--- config.mk ---
export PLATFORM = sky130hd
export DESIGN_NAME = acc_ctrl_seq
export DESIGN_NICKNAME = d
export VERILOG_FILES = /design/src/rtl/acc_pkg.sv /design/src/rtl/acc_ctrl_decode.sv /design/src/rtl/acc_ctrl_seq.sv
export SDC_FILE = /design/constraint.sdc
export NUM_CORES = 1
export LEC_CHECK = 0
export CAP_MARGIN = 10
export CORE_AREA = 2 2 39 41
export DETAILED_ROUTE_END_ITERATION = 16
export DIE_AREA = 0 0 41 43
export DONT_BUFFER_PORTS = 1
export PLACE_DENSITY = 0.56
export SLEW_MARGIN = 20
export SYNTH_ARGS = -nofsm -noshare
export SYNTH_HDL_FRONTEND = slang
export SYNTH_SLANG_ARGS = --single-unit
export TNS_END_PERCENT = 10
--- constraint.sdc ---
create_clock -name clk -period 3.8 [get_ports clk]
set_input_delay 1.14 -clock clk [delete_from_list [all_inputs] [get_ports clk]]
set_output_delay 1.14 -clock clk [all_outputs]
set_load 0.05 [all_outputs]
--- src/rtl/acc_pkg.sv ---
// Shared definitions for the accumulator control sequencer: states, opcodes,
// bus/ALU encodings and the default datapath width.
package acc_pkg;

  localparam int REG_WIDTH = 12;

  typedef enum logic [2:0] {
    S_IDLE   = 3'd0,
    S_FETCH  = 3'd1,
    S_DECODE = 3'd2,
    S_EXEC   = 3'd3,
    S_MEM    = 3'd4,
    S_WB     = 3'd5,
    S_HALT   = 3'd6
  } state_t;

  localparam logic [3:0] OP_NOP   = 4'h0;
  localparam logic [3:0] OP_LOAD  = 4'h1;
  localparam logic [3:0] OP_STORE = 4'h2;
  localparam logic [3:0] OP_ADD   = 4'h3;
  localparam logic [3:0] OP_SUB   = 4'h4;
  localparam logic [3:0] OP_JMP   = 4'h5;
  localparam logic [3:0] OP_JMPZ  = 4'h6;
  localparam logic [3:0] OP_HALT  = 4'hF;

  localparam logic [1:0] BUS_MEM = 2'd0;
  localparam logic [1:0] BUS_AC  = 2'd1;
  localparam logic [1:0] BUS_IR  = 2'd2;

  localparam logic [2:0] ALU_PASS = 3'd0;
  localparam logic [2:0] ALU_ADD  = 3'd1;
  localparam logic [2:0] ALU_SUB  = 3'd2;

  function automatic logic op_legal(input logic [3:0] op);
    case (op)
      OP_NOP, OP_LOAD, OP_STORE, OP_ADD, OP_SUB,
      OP_JMP, OP_JMPZ, OP_HALT: op_legal = 1'b1;
      default:                  op_legal = 1'b0;
    endcase
  endfunction

endpackage

--- src/rtl/acc_ctrl_decode.sv ---
// Combinational strobe decoder: state + latched opcode (+ mem_ready in FETCH,
// zflag in DECODE) to datapath strobes; zero latency, no storage.
module acc_ctrl_decode
  import acc_pkg::*;
(
  input  state_t      state,
  input  logic [3:0]  opcode,
  input  logic        zflag,
  input  logic        mem_ready,
  output logic        pc_inc,
  output logic        pc_load,
  output logic        ir_load,
  output logic        mem_rd,
  output logic        mem_wr,
  output logic [1:0]  bus_sel,
  output logic [2:0]  alu_op,
  output logic        ac_write_en,
  output logic        busy,
  output logic        halted
);

  always_comb begin
    pc_inc      = 1'b0;
    pc_load     = 1'b0;
    ir_load     = 1'b0;
    mem_rd      = 1'b0;
    mem_wr      = 1'b0;
    bus_sel     = BUS_MEM;
    alu_op      = ALU_PASS;
    ac_write_en = 1'b0;
    busy        = (state != S_IDLE) && (state != S_HALT);
    halted      = (state == S_HALT);
    case (state)
      S_FETCH: begin
        mem_rd  = 1'b1;
        ir_load = mem_ready;
        pc_inc  = mem_ready;
      end
      S_DECODE: begin
        if (opcode == OP_JMP) begin
          pc_load = 1'b1;
          bus_sel = BUS_IR;
        end else if (opcode == OP_JMPZ) begin
          pc_load = zflag;
          bus_sel = BUS_IR;
        end
      end
      S_MEM: begin
        if (opcode == OP_STORE) begin
          mem_wr  = 1'b1;
          bus_sel = BUS_AC;
        end else begin
          mem_rd  = 1'b1;
        end
      end
      S_WB: begin
        ac_write_en = 1'b1;
        case (opcode)
          OP_ADD:  alu_op = ALU_ADD;
          OP_SUB:  alu_op = ALU_SUB;
          default: alu_op = ALU_PASS;
        endcase
      end
      default: ;
    endcase
  end

endmodule

--- src/rtl/acc_ctrl_seq.sv ---
// Accumulator control sequencer: 2-4 cycle instructions, stalls on mem_ready low.
// Optional ACC_CTRL_ILLEGAL_TRAP_EN: illegal opcodes halt and raise illegal_op.
module acc_ctrl_seq
  import acc_pkg::*;
#(
  parameter int reg_width = REG_WIDTH
) (
  input  logic                 clk,
  input  logic                 reset,
  input  logic                 start,
  input  logic [reg_width-1:0] instr_in,
  input  logic                 mem_ready,
  input  logic                 zflag,
  output logic                 pc_inc,
  output logic                 pc_load,
  output logic                 ir_load,
  output logic                 mem_rd,
  output logic                 mem_wr,
  output logic [1:0]           bus_sel,
  output logic [2:0]           alu_op,
  output logic                 ac_write_en,
  output logic                 busy,
`ifdef ACC_CTRL_ILLEGAL_TRAP_EN
  output logic                 illegal_op,
`endif
  output logic                 halted
);

  state_t     state;
  logic [3:0] opcode;

  // Operand bits feed the PC/bus directly; the sequencer only needs the opcode.
  logic unused_operand;
  assign unused_operand = ^instr_in[reg_width-5:0];

`ifdef ACC_CTRL_ILLEGAL_TRAP_EN
  logic illegal_q;
  logic illegal_now;
  assign illegal_now = (state == S_DECODE) && !op_legal(opcode);
  assign illegal_op  = illegal_q | illegal_now;
`endif

  always_ff @(posedge clk) begin
    if (reset) begin
      state  <= S_IDLE;
      opcode <= '0;
`ifdef ACC_CTRL_ILLEGAL_TRAP_EN
      illegal_q <= 1'b0;
`endif
    end else begin
      if (ir_load)
        opcode <= instr_in[reg_width-1 -: 4];
      case (state)
        S_IDLE, S_HALT: begin
          if (start) begin
            state <= S_FETCH;
`ifdef ACC_CTRL_ILLEGAL_TRAP_EN
            illegal_q <= 1'b0;
`endif
          end
        end
        S_FETCH: if (mem_ready) state <= S_DECODE;
        S_DECODE: begin
          case (opcode)
            OP_HALT:                           state <= S_HALT;
            OP_LOAD, OP_ADD, OP_SUB, OP_STORE: state <= S_MEM;
            default:                           state <= S_FETCH;
          endcase
`ifdef ACC_CTRL_ILLEGAL_TRAP_EN
          if (illegal_now) begin
            state     <= S_HALT;
            illegal_q <= 1'b1;
          end
`endif
        end
        S_MEM: if (mem_ready) state <= (opcode == OP_STORE) ? S_FETCH : S_WB;
        S_WB, S_EXEC: state <= S_FETCH;
        default: state <= S_IDLE;
      endcase
    end
  end

  acc_ctrl_decode u_decode (
    .state       (state),
    .opcode      (opcode),
    .zflag       (zflag),
    .mem_ready   (mem_ready),
    .pc_inc      (pc_inc),
    .pc_load     (pc_load),
    .ir_load     (ir_load),
    .mem_rd      (mem_rd),
    .mem_wr      (mem_wr),
    .bus_sel     (bus_sel),
    .alu_op      (alu_op),
    .ac_write_en (ac_write_en),
    .busy        (busy),
    .halted      (halted)
  );

endmodule
==> impl_metrics.tcl <==
set metrics [dict create \
    cts_setup_buffers 0 \
    drv_slew 0 \
    r2r-start "state[1]$_SDFFE_PP0P_" \
    ctsRootBufferMaster "clkbuf_4" \
    cts_sinks 7 \
    endpoint_kind "primary output" \
    areaGrowthSynthToFinish_pct 12.2 \
    ys.warnings.count 0 \
    coreArea_um2 1380 \
    grt_pass1_wl_um 1580 \
    routabilityCongestion 0.672 \
    viasPerCell 5.16 \
    nNetsFinal 84 \
    netSwitchingFraction 0.303 \
    vias 423 \
    ys_types 27 \
    setup_viol 0 \
    finalHoldViolCount 0 \
    clkLatencyLatePin_ps 240 \
    maxCapViolations 0 \
    drt_first_iter_violations 7 \
    row_count 14 \
    intPower_uw 129 \
    finalClockSkew_ps 3.60 \
    grt_max_degree 12 \
    layout-drive-gt1-share 0.242 \
    ioPinCount 30 \
    antenna_left 0 \
    cp_data_required_time_ps 2660 \
    hpwl_um 754 \
    start_kind "flip-flop" \
    reg2reg_to "state[1]$_SDFFE_PP0P_" \
    clock_path_buffers 2 \
    die_h_um 43 \
    track_usage 0.134 \
    critPathArrivalTime_ps 1910 \
    cts_max_level 1 \
    period_share 0.802 \
    seq_power_share 0.448 \
    crit_type "reg2out" \
    power_density_nw_per_um2 323 \
    portBuffers 0 \
    crit_path_cell_trace "nor2b_1, nand2_1, inv_1, and4_1" \
    cts_hold_buf 0 \
    clkSlewWorstSetupHoldPaths_ps 50 \
    avgSynthCellArea_um2 8.25 \
    ys_ff_latch 7 \
    crit_end "alu_op[0]" \
    drt_first_pass_iters 3 \
    slowest_delay_ps 580 \
    cts-buffers-inserted 3 \
    syn-cell-area_um2 512 \
    cp_slowest_cell "and4_1" \
    outcome "completed" \
    antenna_found_initial 0 \
    die-area_um2 1760 \
    ys_seq_area_frac 0.274 \
    die_w_um 41 \
    worst_pin_slew_ps 877 \
    relSlewSlack 0.413 \
    antenna_cells 0 \
    r2r_cells 4 \
    leakage_uw 0.000214 \
    crit_start "state[0]$_SDFFE_PP0P_" \
    ff2ff_setup_slack_ps 2060 \
    setup_tns_ps 0 \
    cp_max_fo 8 \
    layout.cells.non_filler 82 \
    clkPwrFrac 0.353 \
    synth_nets 79 \
    fin_crit_ps 3050 \
    initial_core_util 0.370 \
    hold_path.class "reg2reg" \
    rsz0062_at_grt "no" \
    grt_overflow 0 \
    comb_power_share 0.200 \
    fmax_mhz 328 \
    drc 0 \
    grt_pass1_vias 396 \
    wirelength_um 986 \
    syn_inst 62 \
    switchingPower_uw 56.3 \
    placedCellCount 78 \
    avgRoutedWirePerCell_um 12.0 \
    ir_drop_mv 0.135 \
    cts_resized 0 \
    cts_tree "done" \
]
-- sequential cells by signal, indices dropped and copies added (netlist names) --
register and cells:
state 3, opcode 4
-- worst min-delay path by stage --
stage	depth (start not counted)	end	slack, ps	from
finish	2	opcode[2]$_SDFFE_PP0P_	570	opcode[2]$_SDFFE_PP0P_
floorplan	2	opcode[3]$_SDFFE_PP0P_	530	opcode[3]$_SDFFE_PP0P_
CTS	2	opcode[2]$_SDFFE_PP0P_	570	opcode[2]$_SDFFE_PP0P_
global placement	2	opcode[2]$_SDFFE_PP0P_	550	opcode[2]$_SDFFE_PP0P_
detailed placement	2	opcode[2]$_SDFFE_PP0P_	560	opcode[2]$_SDFFE_PP0P_
global route	2	opcode[2]$_SDFFE_PP0P_	610	opcode[2]$_SDFFE_PP0P_
-- through the flow --
step	power (uW)	area [um2]	utilization	hold WS [ps]	setup WS [ps]
6_report	186	574	0.415	568	752
5_1_grt	198	574	0.415	612	642
4_1_cts	189	574	0.415	565	737
3_5_place_dp	122	548	0.396	556	1010
3_3_place_gp	121	548	0.396	551	1010
2_1_floorplan	118	512	-	526	246
-- placed cells by master, fill, tap and decap left out, types with 2 or more instances in the layout --
| cell type | Yosys | layout |
|---|---|---|
| nor2_1 | 5 | 5 |
| clkbuf_4 | 0 | 3 |
| nand2b_1 | 7 | 7 |
| dfxtp_1 | 7 | 7 |
| nand3b_1 | 2 | 2 |
| buf_4 | 5 | 5 |
| inv_1 | 2 | 2 |
| a21oi_1 | 7 | 7 |
| mux2i_1 | 5 | 5 |
| and3_1 | 2 | 2 |
| and4_1 | 2 | 2 |
-- area by class of cell --
cell class	count	area, um2
clock buffer	4	26.3
fill	144	810
inverter	2	7.51
multi-input combinational	47	332
sequential	7	140
tap	16	20.0
timing repair buffer	6	48.8
-- routing by layer --
layer / up-vias / global-route usage / share of wire
met5: - / 0 / 0
met4: 0 / 0.100 / 0.0091
met3: 2 / 0.0314 / 0.043
met2: 9 / 0.191 / 0.48
met1: 191 / 0.165 / 0.47
li1: 221 / - / -
-- power by group through the flow --
| stage | clock network (uW) | logic, uW | registers [uW] |
|---|---|---|---|
| 4_1_cts | 68.2 | 37.4 | 83.0 |
| 3_5_place_dp | 0 | 37.4 | 84.5 |
| 6_report | 65.5 | 37.1 | 83.1 |
| 2_1_floorplan | 0 | 36.6 | 81.8 |
| 3_3_place_gp | 0 | 37.1 | 84.3 |
| 5_1_grt | 73.8 | 40.4 | 83.9 |
-- logic make-up after synthesis --
group,after synthesis,share of synthesized area
XOR/XNOR,1,0.0171
AO/OA/AOI/OAI,12,0.154
AND/OR/NAND/NOR,28,0.352
multiplexers,5,0.0978
buffers and inverters,8,0.0978
flip-flops,7,0.274
other,1,0.00733
-- critical path, delay by kind of cell (launching register included) --
family	cells	cell delay [ps]
buf+inv	1	350
flops	1	450
simple gates	3	870
-- Yosys cell counts --
library cell  count  area (um2)
a21bo_2           1        10.0
a21oi_1           7        35.0
a21oi_2           1        8.76
a221o_2           1        11.3
a31oi_1           1        6.26
and3_1            2        12.5
and3b_1           1        8.76
and4_1            2        17.5
buf_2             1        5.00
buf_4             5        37.5
conb_1            1        3.75
dfxtp_1           7         140
inv_1             2        7.51
mux2i_1           5        50.1
nand2_1           1        3.75
nand2b_1          7        43.8
nand3b_1          2        15.0
nor2_1            5        18.8
nor2_2            1        6.26
nor2b_1           1        6.26
nor3_1            2        10.0
nor3b_1           1        7.51
nor4b_1           1        8.76
o211ai_1          1        7.51
or2b_1            1        7.51
or4b_4            1        13.8
xnor2_1           1        8.76
(Power assumes the default switching activity.)
